<file path="src/rtl/comp_vec_gen.sv">
// Nested a/b vector counter: b is the inner loop, a the outer loop.
module comp_vec_gen #(
  parameter int WIDTH = 2
) (
  input  logic             clk,
  input  logic             rst_n,
  input  logic             clear,
  input  logic             advance,
  output logic [WIDTH-1:0] a,
  output logic [WIDTH-1:0] b,
  output logic             last
);

  localparam logic [2*WIDTH-1:0] ONE = {{(2*WIDTH-1){1'b0}}, 1'b1};

  logic [2*WIDTH-1:0] cnt;

  // Concatenating {a, b} into one counter makes b wrap into an a increment.
  always_ff @(posedge clk) begin
    if (!rst_n) begin
      cnt <= '0;
    end else if (clear) begin
      cnt <= '0;
    end else if (advance) begin
      cnt <= cnt + ONE;
    end
  end

  assign a    = cnt[2*WIDTH-1:WIDTH];
  assign b    = cnt[WIDTH-1:0];
  assign last = &cnt;

endmodule

</file>
<file path="config.mk">
export PLATFORM = sky130hd
export DESIGN_NAME = comp_vec_gen
export DESIGN_NICKNAME = d
export VERILOG_FILES = /design/src/rtl/comp_vec_gen.sv
export SDC_FILE = /design/constraint.sdc
export NUM_CORES = 1
export LEC_CHECK = 0
export CAP_MARGIN = 20
export CELL_PAD_IN_SITES_DETAIL_PLACEMENT = 1
export CELL_PAD_IN_SITES_GLOBAL_PLACEMENT = 2
export CORE_AREA = 2 2 39 41
export DETAILED_ROUTE_END_ITERATION = 10
export DIE_AREA = 0 0 41 43
export PLACE_DENSITY_LB_ADDON = 0.1
export REMOVE_ABC_BUFFERS = 1
export SLEW_MARGIN = 25
export SYNTH_ARGS = -nofsm -noshare
export SYNTH_HDL_FRONTEND = slang
export SYNTH_SLANG_ARGS = --single-unit
export TNS_END_PERCENT = 30
</file>
<file path="constraint.sdc">
create_clock -name clk -period 0.98 [get_ports clk]
set_clock_uncertainty 0.05 [all_clocks]
set_input_delay 0.098 -clock clk [delete_from_list [all_inputs] [get_ports clk]]
set_output_delay 0.098 -clock clk [all_outputs]
set_load 0.1 [all_outputs]
</file>
==> impl_metrics.py, run 1 <==
metrics = {
    "floorplan": {
        "fp.dieH_um": 43,
        "start_util_pct": 13.7,
        "dieWidth_um": 41,
        "rows": 14,
        "core_area_um2": 1380,
        "ios": 9,
        "dieArea_um2": 1760,
    },
    "setup_path": {
        "rrSetupSlack_ns": -0.18,
        "cp_max_fo": 2,
        "timing.rr.end": "cnt[2]",
        "required_ns": 0.83,
        "cp_top_family": "flip-flops",
        "timing.rr.start": "cnt[1]",
        "critical_path_class": "reg -> out",
        "cp-end-kind": "output port",
        "cpPeakStageDelay_ns": 0.34,
        "path_cells": "ha_4 -> and3_4 -> buf_12",
        "arrival_ns": 1.07,
        "r2r_cells": 5,
        "critPathSlowestCell": "dfxtp_2",
        "cp_num_buf_inv": 1,
        "crit_path_start_kind": "flop",
    },
    "cts": {
        "cts.path.max_buffers": 2,
        "clkTransAtPathRegs_ns": 0.04,
        "cts_tree": "done",
        "root_buffer": "clkbuf_4",
        "cts_max_level": 1,
        "numCtsBuffers": 3,
        "clk_latency_ns": 0.24,
        "clock-sinks": 4,
    },
    "min_path": {
        "min_to": "cnt[2]",
        "hold_start": "advance",
        "whs_path_depth": 3,
        "hold_class": "in -> reg",
    },
    "synth": {
        "ys_seq_area_share_pct": 42.4,
        "ys_seq_elements": 4,
        "yosysTopAreaCell": "dfxtp_1",
        "synth_top_area_share_pct": 42.4,
        "synth.distinct_cells": 12,
        "synth_xor_area_share_pct": 4.64,
        "synthCells": 18,
        "synth_compound_area_share_pct": 7.95,
        "synth_area_leaders": "dfxtp_1 (42%), mux2i_1 (11%), nand3b_1 (7.9%)",
        "synth.area.mux_share_pct": 10.6,
        "synth.avg_cell_area_um2": 10.5,
        "synth_top_family_by_area": "simple AND/OR/NAND/NOR gates",
        "synth_simple_gate_area_share_pct": 27.8,
        "synth_fa_ha_area_share_pct": 6.62,
        "ys_warn_count": 0,
        "syn_area_um2": 189,
    },
    "routing": {
        "totalWireLength_um": 578,
        "dr.pass1.iters": 2,
        "ant_nets": 0,
        "wl_met3_um": 59,
        "first_iter_violations": 3,
        "top_layer": "met3",
        "post-route-drc-count": 0,
        "wl_met1_um": 190,
        "vias": 209,
        "wl_per_cell_um": 11.3,
        "vias_per_cell": 4.10,
        "route.met2.wl_um": 327,
    },
    "timing": {
        "rsz0062_at_grt": "true",
        "finalHoldViolCount": 0,
        "worst_slew_pin_slew_ns": 0.266,
        "setup_slack_ns": -0.241,
        "period_share_pct": 125,
        "setup_tns_ns": -0.582,
        "drv_slew": 0,
        "max_slew_margin_pct": 82.2,
        "fmax_ghz": 0.819,
        "finalCriticalPeriod_ns": 1.22,
        "finalSetupViolations": 6,
    },
    "layout": {
        "largestRegisters": "cnt x4",
        "n_fill_cell": 158,
        "largest_reg_flops": 4,
        "largest-register": "cnt",
        "fin_util_pct": 32.8,
        "fin_nets": 42,
        "seqCellArea_um2": 87.6,
        "drive_gt1_share_pct": 62.9,
        "area_delta_synth_final_pct": 140,
        "multiInputGateArea_um2": 135,
        "diodes": 0,
    },
    "status": {
        "failed_checks": "negative setup slack",
        "outcome": "finished, violations left",
    },
    "place": {
        "port_buffers": 8,
        "hpwl_um": 460,
        "routabilityCongestion": 0.569,
    },
    "pwr": {
        "leakage_nw": 0.193,
        "ir_drop_mv": 0.698,
        "p_per_area_nw_per_um2": 995,
    },
    "grt": {
        "track_usage_pct": 7.94,
        "grt_max_degree": 6,
        "grt_pass1_vias": 209,
        "antenna_found_initial": 0,
        "grt_pass1_wl_um": 841,
        "gr-total-overflow": 0,
    },
    "run": {
        "maxCapViolCount": 0,
    },
}
[worst max-delay path by stage]
stage / startpoint / cells past startpoint / slack [ns] / endpoint
after floorplan: cnt[0] / 2 / -0.97 / last
after global placement: rst_n / 3 / -0.18 / cnt[3]
after detailed placement: advance / 3 / -0.20 / cnt[3]
after CTS: cnt[1] / 3 / -0.25 / last
after global routing: cnt[1] / 3 / -0.28 / last
final: cnt[1] / 3 / -0.24 / last
[cells in the mapped netlist]
master / n
or3b_1: 1
and3_2: 1
dfxtp_1: 4
a21bo_2: 1
nand4_1: 1
xnor2_1: 1
or2b_1: 1
nor2_1: 2
a21oi_1: 1
mux2i_1: 2
ha_1: 1
nand3b_1: 2
[timing repair]
| action | in CTS | in global routing |
|---|---|---|
| setup buffers | 1 | 1 |
| resized for setup | 10 | 4 |
| pin swaps | 1 | 2 |
| endpoints found under the setup margin | 6 | 7 |
| hold buffers | 0 | 0 |
[tightest hold or removal path: stages]
cell	delay, ns
dlymetal6s2s_1	0.20
nand3b_1	0.14
a21oi_2	0.06
[cell usage in the layout, fill, tap and decap left out]
master           Yosys  final
a21bo_4              0      1
xnor2_1              1      1
mux2i_1              2      2
clkdlybuf4s50_1      0      2
clkbuf_4             0      3
nand3b_1             2      2
or2b_1               1      1
dfxtp_2              0      3
buf_6                0      3
nor2_1               2      2
a21oi_2              0      1
nand4_1              1      1
ha_4                 0      1
dlymetal6s2s_1       0      1
buf_4                0      3
dfxtp_4              0      1
or3b_1               1      1
and3_4               0      1
buf_12               0      5
[kinds of logic after synthesis]
family	after synthesis
muxes	2
and+or+nand+nor	8
DFF	4
adders and majority gates	1
AOI/OAI and AO/OA	2
xor gates and xnor gates	1
[layer usage]
metal	GRT usage, %	vias to the layer above
li1	-	99
met1	6.45	100
met2	12.5	10
met3	8.38	0
met4	2.00	0
met5	0	-
[layout make-up]
| class | instances | share of cell area (%) |
|---|---|---|
| multi-input cells | 14 | 29.8 |
| clock buffers | 3 | 4.96 |
| flip-flops and latches | 4 | 19.3 |
| well taps | 16 | 4.41 |
| repair buffers | 14 | 41.6 |
[through the flow]
stage	std cells	total power [mW]	hold WS, ns	worst slack, ns	cell area (um2)
4_1_cts	50	0.462	0.435	-0.247	432
5_1_grt	51	0.476	0.278	-0.281	454
3_5_place_dp	46	0.244	0.472	-0.202	369
6_report	51	0.452	0.241	-0.241	454
3_3_place_gp	46	0.242	0.459	-0.180	369
2_1_floorplan	18	0.206	0.196	-0.974	189
[report_power, final]
group	total (mW)	internal (mW)	switching, mW
Clock	0.211	0.137	0.0735
Sequential	0.167	0.164	0.00302
Combinational	0.0736	0.0345	0.0390
No activity file was read; power rests on OpenSTA's default activity.
==> inputs of run 2 (changes only) <==
--- a/config.mk
+++ b/config.mk
@@ -17,4 +17,3 @@
 export SYNTH_ARGS = -nofsm -noshare
 export SYNTH_HDL_FRONTEND = slang
 export SYNTH_SLANG_ARGS = --single-unit
-export TNS_END_PERCENT = 30
==> run 2 against run 1 <==
Compared with the run above: the run still ends with negative setup slack left; maximum frequency up 0.86%; wire length grew 6.2%; hold slack improved by 0.20 ns; global-route usage up 1.1 points; cell count rose by 7.8%; total power up 0.70%; clock power is essentially flat; count of clock-buffer cells in the layout unchanged; core utilization rose by 2.4 points; final area is 7.2% higher; combinational power up 4.6%; critical endpoint unchanged; largest power group unchanged.
==> impl_metrics.py, run 2 (synthesis gave the netlist of run 1 again) <==
metrics = {
    "status": {
        "outcome": "finished, violations left",
        "failed_checks": "negative setup slack",
    },
    "routing": {
        "post-route-drc-count": 0,
        "wl_per_cell_um": 11.2,
        "first_iter_violations": 3,
        "totalWireLength_um": 614,
        "vias": 227,
        "ant_nets": 0,
        "dr.pass1.iters": 2,
        "vias_per_cell": 4.13,
    },
    "floorplan": {
        "rows": 14,
        "fp.dieH_um": 43,
        "start_util_pct": 13.7,
        "dieArea_um2": 1760,
        "core_area_um2": 1380,
        "dieWidth_um": 41,
        "ios": 9,
    },
    "timing": {
        "setup_slack_ns": -0.231,
        "finalHoldViolCount": 0,
        "drv_slew": 0,
        "worst_slew_pin_slew_ns": 0.251,
        "max_slew_margin_pct": 83.2,
        "fmax_ghz": 0.826,
        "finalSetupViolations": 8,
        "fin_hold_ws_ns": 0.443,
        "period_share_pct": 124,
        "finalCriticalPeriod_ns": 1.21,
        "rsz0062_at_grt": "true",
    },
    "grt": {
        "antenna_found_initial": 0,
        "grt_max_degree": 6,
        "grt_pass1_wl_um": 959,
        "grt_pass1_vias": 244,
        "track_usage_pct": 9.05,
        "gr-total-overflow": 0,
    },
    "setup_path": {
        "required_ns": 0.83,
        "critical_path_class": "reg -> out",
        "cp_max_fo": 2,
        "r2r_cells": 5,
        "rrSetupSlack_ns": -0.17,
        "arrival_ns": 1.06,
        "cp-end-kind": "output port",
        "timing.rr.start": "cnt[0]",
        "crit_path_start_kind": "flop",
        "timing.rr.end": "cnt[2]",
    },
    "layout": {
        "drive_gt1_share_pct": 66.7,
        "largestRegisters": "cnt x4",
        "fin_cells": 55,
        "largest_reg_flops": 4,
        "layout_common_cells": "buf_12 (5), buf_6 (5), buf_4 (5)",
        "largest-register": "cnt",
        "fin_nets": 46,
        "n_fill_cell": 151,
        "final_area_um2": 487,
        "area_delta_synth_final_pct": 158,
        "diodes": 0,
    },
    "cts": {
        "root_buffer": "clkbuf_4",
        "numCtsBuffers": 3,
        "clk_latency_ns": 0.24,
        "cts_max_level": 1,
        "clock-sinks": 4,
        "cts_tree": "done",
        "cts.hold.buffers_added": 0,
        "cts.path.max_buffers": 2,
        "clkTransAtPathRegs_ns": 0.04,
    },
    "pwr": {
        "internal-power_uw": 342,
        "clock_power_share_pct": 45.7,
        "p_seq_share_pct": 37.4,
        "swShare_pct": 24.9,
        "p_total_uw": 455,
        "leakage_nw": 0.206,
        "p_sw_uw": 113,
        "p_per_area_nw_per_um2": 935,
        "ir_drop_mv": 0.682,
        "comb_power_share_pct": 16.9,
    },
    "min_path": {
        "hold_start": "rst_n",
        "min_to": "cnt[3]",
        "whs_path_depth": 3,
        "hold_class": "in -> reg",
    },
    "place": {
        "routabilityCongestion": 0.569,
        "dp.cells": 46,
        "dpl_cell_area_um2": 369,
        "hpwl_um": 460,
        "port_buffers": 8,
    },
    "run": {
        "maxCapViolCount": 0,
    },
}
==> run 2: how the worst max path moves through the flow <==
stage,from,end,slack (ns),cells after the start
after global routing,cnt[1],last,-0.27,3
after global placement,rst_n,cnt[3],-0.18,3
final,cnt[1],last,-0.23,3
after detailed placement,advance,cnt[3],-0.20,3
after CTS,cnt[1],last,-0.25,3
after floorplan,cnt[0],last,-0.97,2
==> run 2: metal layers <==
metal / routed length (um) / share of wire [%] / vias up / global-route usage [%]
li1: - / - / 107 / -
met1: 180 / 29 / 110 / 7.10
met2: 374 / 61 / 10 / 15.3
met3: 59 / 9.6 / 0 / 8.38
met4: 0 / 0 / 0 / 2.00
met5: 0 / 0 / - / 0
==> run 2: power by group through the flow <==
stage / Sequential, mW / Combinational (mW) / Clock [mW]
final: 0.170 / 0.0770 / 0.208
after global routing: 0.170 / 0.0827 / 0.231
after CTS: 0.170 / 0.0783 / 0.217
after detailed placement: 0.171 / 0.0730 / 0
after global placement: 0.171 / 0.0711 / 0
after floorplan: 0.193 / 0.0128 / 0
==> run 2: area by class of cell <==
type                            instances  area, um2  share of cell area [%]
Timing Repair Buffer                   18        224                    46.0
Multi-Input combinational cell         14        135                    27.8
Sequential cell                         4       85.1                    17.5
Clock buffer                            3       22.5                    4.63
Tap cell                               16       20.0                    4.11
==> run 2: critical path, stage by stage (launching register included) <==
cell,delay [ns]
dfxtp_2,0.34
ha_4,0.13
and3_4,0.19
buf_12,0.17
==> run 2: timing repair <==
action | CTS | global route
resized for setup | 14 | 2
setup endpoints to repair | 6 | 8
pin swaps | 4 | 3
setup buffers | 6 | 2
==> run 2: per-stage QoR <==
| stage | util, % | setup WS [ns] | TNS (ns) |
|---|---|---|---|
| 2_1_floorplan | - | -0.974 | -3.76 |
| 3_3_place_gp | 26.7 | -0.180 | -0.597 |
| 3_5_place_dp | 26.7 | -0.202 | -0.718 |
| 4_1_cts | 35.2 | -0.245 | -0.765 |
| 5_1_grt | 35.2 | -0.274 | -0.972 |
| 6_report | 35.2 | -0.231 | -0.717 |
